===== src/rtl/fetch_unit_if.sv =====
// Memory read port between the fetch stage (master) and the shared memory (slave).
// Request/acknowledge handshake; read data is valid in the acknowledge cycle.
interface fetch_unit_if;
    logic        memReq;
    logic [31:0] memAddr;
    logic        memAck;
    logic [31:0] memRdata;

    modport master (output memReq, output memAddr, input memAck, input memRdata);
    modport slave  (input memReq, input memAddr, output memAck, output memRdata);
endinterface


===== src/rtl/fetch_unit.sv =====
// Instruction fetch stage: PC, instruction register, memory read handshake and
// next-PC selection (sequential / branch / jump / jump-register) with alignment trap.
module fetch_unit #(
    parameter logic [31:0] RESET_PC = 32'h0000_0000
) (
    input  logic               clk,
    input  logic               rstN,
    input  logic               fetchStart,
    input  logic               pcWrite,
    input  logic [1:0]         pcSel,
    input  logic [31:0]        sxi,
    input  logic [27:0]        jAddr,
    input  logic [31:0]        jrTarget,
    fetch_unit_if.master       mem,
    output logic [31:0]        instr,
    output logic               instrValid,
    output logic [31:0]        pc,
    output logic [31:0]        pcPlus4,
    output logic               busy,
    output logic               alignErr
);

    typedef enum logic { IDLE = 1'b0, REQ = 1'b1 } state_t;

    state_t      state_q;
    logic        memReq_q;
    logic [31:0] memAddr_q;
    logic [31:0] instr_q;
    logic        valid_q;
    logic [31:0] pc_q;
    logic [31:0] pc_d;
    logic        alignErr_q;
    logic [31:0] npc;
    logic [31:0] brOff;

    assign pcPlus4 = pc_q + 32'd4;
    assign brOff   = sxi << 2;

    always_comb begin
        npc = pcPlus4;
        case (pcSel)
            2'd0: npc = pcPlus4;
            2'd1: npc = pcPlus4 + brOff;
            2'd2: npc = {pcPlus4[31:28], jAddr};
            2'd3: npc = jrTarget;
            default: npc = pcPlus4;
        endcase
    end

    // Misaligned targets are truncated to the word below and flagged.
    assign pc_d = {npc[31:2], 2'b00};

    always_ff @(posedge clk or negedge rstN) begin
        if (!rstN) begin
            state_q    <= IDLE;
            memReq_q   <= 1'b0;
            memAddr_q  <= RESET_PC;
            instr_q    <= 32'h0;
            valid_q    <= 1'b0;
            pc_q       <= RESET_PC;
            alignErr_q <= 1'b0;
        end else begin
            case (state_q)
                IDLE: if (fetchStart) begin
                    // Old pc is captured even when pcWrite fires this same edge.
                    memAddr_q <= pc_q;
                    valid_q   <= 1'b0;
                    memReq_q  <= 1'b1;
                    state_q   <= REQ;
                end
                REQ: if (mem.memAck) begin
                    instr_q  <= mem.memRdata;
                    valid_q  <= 1'b1;
                    memReq_q <= 1'b0;
                    state_q  <= IDLE;
                end
                default: state_q <= IDLE;
            endcase
            if (pcWrite) begin
                pc_q <= pc_d;
                if (npc[1:0] != 2'b00) alignErr_q <= 1'b1;
            end
        end
    end

    assign mem.memReq  = memReq_q;
    assign mem.memAddr = memAddr_q;
    assign busy        = memReq_q;
    assign instr       = instr_q;
    assign instrValid  = valid_q;
    assign pc          = pc_q;
    assign alignErr    = alignErr_q;

endmodule


===== src/flat_wrapper.sv =====
// flat-port wrapper written by rule: the top's interface ports become plain ports
module fetch_unit_flat 
#(
    parameter logic [31:0] RESET_PC = 32'h0000_0000
)
  (clk, rstN, fetchStart, pcWrite, pcSel, sxi, jAddr, jrTarget, instr, instrValid, pc, pcPlus4, busy, alignErr, mem_memReq, mem_memAddr, mem_memAck, mem_memRdata);
  fetch_unit_if mem_i ();
  input  logic clk;
  input  logic rstN;
  input  logic fetchStart;
  input  logic pcWrite;
  input  logic [1:0] pcSel;
  input  logic [31:0] sxi;
  input  logic [27:0] jAddr;
  input  logic [31:0] jrTarget;
  output logic [31:0] instr;
  output logic instrValid;
  output logic [31:0] pc;
  output logic [31:0] pcPlus4;
  output logic busy;
  output logic alignErr;
  output wire logic [$bits(mem_i.memReq)-1:0] mem_memReq;
  output wire logic [$bits(mem_i.memAddr)-1:0] mem_memAddr;
  input wire logic [$bits(mem_i.memAck)-1:0] mem_memAck;
  input wire logic [$bits(mem_i.memRdata)-1:0] mem_memRdata;
  assign mem_memReq = mem_i.memReq;
  assign mem_memAddr = mem_i.memAddr;
  assign mem_i.memAck = mem_memAck;
  assign mem_i.memRdata = mem_memRdata;
  fetch_unit #(.RESET_PC(RESET_PC)) u_core (.clk(clk), .rstN(rstN), .fetchStart(fetchStart), .pcWrite(pcWrite), .pcSel(pcSel), .sxi(sxi), .jAddr(jAddr), .jrTarget(jrTarget), .mem(mem_i), .instr(instr), .instrValid(instrValid), .pc(pc), .pcPlus4(pcPlus4), .busy(busy), .alignErr(alignErr));
endmodule

===== config.mk =====
export PLATFORM = sky130hd
export DESIGN_NAME = fetch_unit_flat
export DESIGN_NICKNAME = d
export VERILOG_FILES = /design/src/rtl/fetch_unit_if.sv /design/src/rtl/fetch_unit.sv /design/src/flat_wrapper.sv
export SDC_FILE = /design/constraint.sdc
export NUM_CORES = 1
export LEC_CHECK = 0
export BUFFER_PORTS_ARGS = -buffer_cell sky130_fd_sc_hd__buf_2
export CAP_MARGIN = 20
export CORE_AREA = 2 2 120 122
export CTS_CLUSTER_DIAMETER = 50
export DETAILED_ROUTE_END_ITERATION = 10
export DIE_AREA = 0 0 122 124
export PLACE_DENSITY = 0.8
export SLEW_MARGIN = 10
export SYNTH_ARGS = -nofsm -noshare
export SYNTH_HDL_FRONTEND = slang
export SYNTH_SLANG_ARGS = --single-unit

===== constraint.sdc =====
create_clock -name clk -period 3.9 [get_ports clk]
set_input_delay 0.585 -clock clk [delete_from_list [all_inputs] [get_ports clk]]
set_output_delay 0.585 -clock clk [all_outputs]
set_load 0.01 [all_outputs]

# == Yosys cells after proc, flatten, opt, wreduce, memory -nomap -nowiden ==
# Index checks and enable logic that the tools add are counted.
# classes
addsub,2
bitwise_logic,1
eq_ne,5
mux,10
reduce_logical,6
# op_table
cell,count
$pmux W32 S4,1
$add A32 B3 Y32 const B,1
$add A32 B32 Y32,1
$reduce_and A2 Y1,4
$mux W1,6
$pmux W1 S2,3
$eq A2 B2 Y1 const B,2
$ne A2 B2 Y1 const B,2
$eq A2 B1 Y1 const B,1
$logic_not A2 Y1,1
$reduce_bool A2 Y1,1
$not A1 Y1,1
# word_totals
reg_bits,96
wordCells,31
in_bits,131

# == Depth between registers and ports, before layout ==
# depth
word_depth,5
ltp_mapped,15

# == Worst setup path after synthesis ==
# No wires, ideal clock.
# synth_timing
kind,reg-to-reg
start,register u_core.pc_q[3] (netlist: u_core.pc[3])
end,register u_core.pc_q[31] (netlist: u_core.pc[31])
setup_ps,133
path_stages_with_launch,15
required_time_ps,3767
arrival_time_ps,3384
synth_period_minus_slack_ps,3516
n_path_buf,1
slack_ps,384
cell_sequence,dfrtp_1 > ha_1 > nand3_1 > nor3_2 > nand3_1 > xnor2_1 > ha_1 > clkbuf_1 > a21o_1 > a21o_1 > a31oi_1 > o21ai_0 > or4b_1 > a21oi_1 > a311oi_1
# synth_via
elab_chain_len,3
# synth_rtl
element,line_no,rtl
"start, declared",fetch_unit.sv:30,logic [31:0] pc_q;
"start signal, assigned",fetch_unit.sv:80,pc_q <= pc_d;
$add A32 B3 Y32,fetch_unit.sv:36,assign pcPlus4 = pc_q + 32'd4;
net pcPlus4[24],flat_wrapper.sv:19,output logic [31:0] pcPlus4;
$add A32 B32 Y32,fetch_unit.sv:43,2'd1: npc = pcPlus4 + brOff;
$pmux W32 S4,fetch_unit.sv:41,case (pcSel)
# The timed path passes the listed nets, and every way through them passes these cells.
# A chain may end at the register's enable or synchronous reset.

# == Worst setup path in the final report ==
# layout_timing
start,register u_core.pc_q[2] (netlist: u_core.pc[2])
end,register u_core.pc_q[26] (netlist: u_core.pc[26])
# layout_via
elab_chain_len,3
# layout_rtl
element,line_no
$add A32 B3 Y32 (*),fetch_unit.sv:36
$add A32 B32 Y32,fetch_unit.sv:43
$pmux W32 S4 (*),fetch_unit.sv:41
# Mark *: on every way between the ends. The rest lies on a longest branch, timed or not.

==> results by stage <==
Run status:
- The run finished with clean final reports.

Global routing:
- The first global-routing pass estimated 30200 um of wire.
- After global routing the overflow that remains totals 0.
- The global-route usage over all layers is 25.7%.
- Entering global routing, the biggest net connects 55 pins.
- The number of antenna violations at the first check in global routing came to 0.
- The via count of the first global-routing pass is 5835.

Clocking:
- TritonCTS built the clock tree.
- Clock latency on the worst-skew pair, taken at its later pin, is 0.34 ns.
- The clock drives 96 sinks.
- The library cell used as clock root buffer is clkbuf_16.
- The number of buffers created by CTS is 9.
- The maximum buffer depth of the clock tree is 2.
- After clock tree synthesis, the clock-pin slew on the worst setup and hold paths is roughly 0.070 ns.
- The depth of the CTS H-tree is 3.

Logic synthesis:
- After synthesis, the cell types taking the most area are dfrtp_1 (36%), mux2_2 (11%), ha_1 (6.3%).
- The mean post-synth cell area is 9.75 um^2.
- The commonest cells after synthesis are dfrtp_1 (96), mux2_2 (67), nand2_1 (61).
- The post-synthesis cell type count is slightly above 70.
- The share of the Yosys chip area taken by registers is between 30% and 40%.
- The number of enable flip-flop cells after synthesis is 0.
- The share of async-settable or async-resettable flops after synthesis is 100%.
- The number of flip-flops and latches in the synthesized netlist is 96.
- The flip-flop cell with the highest count after synthesis is dfrtp_1.
- The netlist area before placement is 0.00676 mm^2.
- The synthesis warning total is 0.
- The most common cell in the synthesized netlist is dfrtp_1.
- Of all cell types, the one taking the most synthesized area is dfrtp_1.
- The synthesized netlist cell count is 693.
- The fraction of post-synthesis cell area in the top cell type by area is 35.5%.

Timing:
- Adding up every negative setup slack in the final design gives 0 ns.
- The clock period could shrink to approximately 3.7 ns.
- The share of the clock period used by the worst path after layout is a little over nine tenths.
- The worst path meets setup with around 0.23 ns of slack.
- The maximum clock rate is 273 MHz.
- Setup violations remaining at the end of the flow were counted as 0.
- For the pin with the worst max-slew slack, the measured transition is 0.977 ns.
- The final count of pins violating max slew is 0.
- For the final database, setup skew stands at 0.0104 ns.
- The count of final hold-check violations is 0.
- The relative max-transition margin is between 30% and 40%.

Finish:
- The number of antenna diodes in the final layout is 0.
- The area growth from synthesis to layout is 27.2%.
- For this run, the post-layout net count is approximately 1100.
- Of the cells placed in the final design, the portion with a size suffix greater than 1 is 41.9%.

Routing:
- The total wirelength of the detailed-routed design is 20100 um.
- The pre-antenna-repair detailed-routing pass consisted of 5 iterations.
- The final antenna-violating net count is 0.
- For this run, design rule violations remaining after detail routing come to 0.
- The mean number of vias per cell is 5.63.
- Summing over every cut layer, the via total after detailed routing is 6350.
- The post-detailed-route wirelength per cell is 17.8 um.
- The violation count after the first detailed-routing iteration is 529.

Power and ir drop:
- Net switching is 41.8% of the power.
- The sequential cell fraction of total power is 31.4%.
- The switching power is 2.08 mW.
- The worst-case IR drop observed on VDD is between 0.3 and 0.4 mV.
- The clock network power share is between 15 and 20%.
- The internal power consumption is 2.90 mW.
- Of the total power, combinational logic draws between 50% and 60%.
- The areal power density over the cells is 578 mW/mm^2.
- The static power due to leakage is 4.10 nW.

Placement:
- Timing analysis after detailed placement gives a worst setup slack of 0.109 ns.
- The quantity of I/O buffers inserted on ports is 254.
- The weighted congestion reported at the end of routability-driven placement is 0.926.
- The detailed-placement wirelength estimate is around 16000 um.

Die:
- From left edge to right edge, the die measures approximately 120 um.
- The core region is 0.0137 mm^2.
- The boundary pin count is 263.
- After floorplanning, the core was divided into 43 placement rows.
- The floorplan step set the die height to 124 um.
- The floorplan step defined a die boundary enclosing 0.0151 mm^2.
- The effective utilization at floorplan is between 40 and 50%.

Setup path:
- The cell family contributing the most delay on the critical path is compound AO/OA/AOI/OAI gates.
- The number of buffers and inverters on the critical path is 0.
- The arrival time at the worst endpoint is 3.87 ns.
- The critical path goes through ha_2 > nand3_2 > nor3_4 > and4_1 > xor2_1 > ha_2 > nand2_1 > o21ai_1 > a31oi_2 > o21ai_0 > o21bai_2 > o41ai_4 > xor2_1 > a21oi_1.
- The type of element capturing the critical path is a register.
- The element type at the critical path start is a register.
- Of all nets on the critical path, the largest fanout is 6.
- The classification of the worst setup path is reg2reg.
- The slowest stage of the critical path is the dfrtp_2 cell.
- The data required time of the critical path is 4.11 ns.
- The largest single stage delay on the critical path is 0.42 ns.

Run:
- Across the run, the number of max-cap violations was 0.

Worst hold path:
- In this run the worst hold path is classified as in2async.
-- worst reg2reg max path: cells and delay by family (launching register included) --
family                     cells  cell delay (ns)
AOI/OAI and AO/OA              6             1.15
xor gates and xnor gates       2             0.48
adders and majority gates      2             0.62
DFF                            1             0.42
and+or+nand+nor                4             0.85
-- logic make-up (layout without fill, tap and decap cells) --
logic type / count (synthesis) / after routing / synth area share, %
flops: 96 / 96 / 35.5
fa+ha+maj: 35 / 35 / 6.59
compound gates: 176 / 176 / 16.8
other cells: 1 / 6 / 0.0555
buf+inv: 59 / 309 / 3.83
simple gates: 182 / 182 / 14.0
mux: 94 / 94 / 16.5
xor+xnor: 50 / 50 / 6.68
-- stage by stage --
stage	cell area, um^2	utilization (%)	hold WS, ns	instances	total power [mW]
detailed placement	8240	60.0	0.470	1111	4.09
global placement	8240	60.0	0.456	1111	4.03
finish	8600	62.7	0.174	1128	4.97
CTS	8520	62.1	0.179	1127	4.94
global route	8600	62.7	0.188	1128	5.31
floorplan	6780	-	0.289	698	3.16
-- cell type report --
type / count / area, um^2
Multi-Input combinational cell: 543 / 4190
Inverter: 18 / 67.6
Timing Repair Buffer: 275 / 1430
Clock inverter: 7 / 55.1
Tap cell: 180 / 225
Fill cell: 1176 / 5120
Sequential cell: 96 / 2400
Clock buffer: 9 / 225
-- power by group through the flow --
| stage | clock, mW | sequential [mW] | combinational [mW] |
|---|---|---|---|
| finish | 0.829 | 1.56 | 2.58 |
| global route | 0.892 | 1.60 | 2.81 |
| CTS | 0.847 | 1.55 | 2.53 |
| detailed placement | 0 | 1.57 | 2.52 |
| global placement | 0 | 1.55 | 2.48 |
| floorplan | 0 | 1.69 | 1.47 |
-- flip-flops by register name (all words and copies together) (netlist names) --
name,count
u_core.alignErr,1
u_core.busy,1
u_core.instr,32
u_core.instrValid,1
u_core.mem.memAddr,30
u_core.pc,30
u_core.state_q,1
-- repair_timing --
item                                    CTS  global route
hold buffers                              0             0
endpoints found under the setup margin    0            12
buffers inserted                          0             1
resized for setup                         0            14
-- cell usage in the layout (no fill, tap or decap), drive strengths merged, types with 15 or more instances in the layout --
cell / instances
mux2: 67
xnor2: 29
o21ai: 35
xor2: 20
ha: 34
mux2i: 20
a21o: 15
a21oi: 54
nand3: 22
nand2: 61
inv: 21
nor2: 48
dfrtp: 96
buf: 275
-- final timing paths --
check | to | slack (ns) | cells after the start | from
min in group clk | u_core.instrValid$_DFFE_PN0P_ | 0.46 | 2 | fetchStart
max in group asynchronous | u_core.instrValid$_DFFE_PN0P_ | 2.85 | 2 | rstN
min | u_core.mem.memAddr[4]$_DFFE_PN0P_ | 0.17 | 1 | rstN
min reg2reg | u_core.mem.memAddr[2]$_DFFE_PN0P_ | 0.48 | 2 | u_core.mem.memAddr[2]$_DFFE_PN0P_
max reg2reg | u_core.pc[26]$_DFFE_PN0P_ | 0.23 | 14 | u_core.pc[2]$_DFFE_PN0P_
max | u_core.pc[26]$_DFFE_PN0P_ | 0.23 | 14 | u_core.pc[2]$_DFFE_PN0P_
-- metal layers --
metal,GRT usage (%),wire (um)
met5,0,0
met4,7.33,398
met3,3.11,1520
met2,43.3,9500
met1,34.9,8660
No activity file was read; power rests on OpenSTA's default activity.
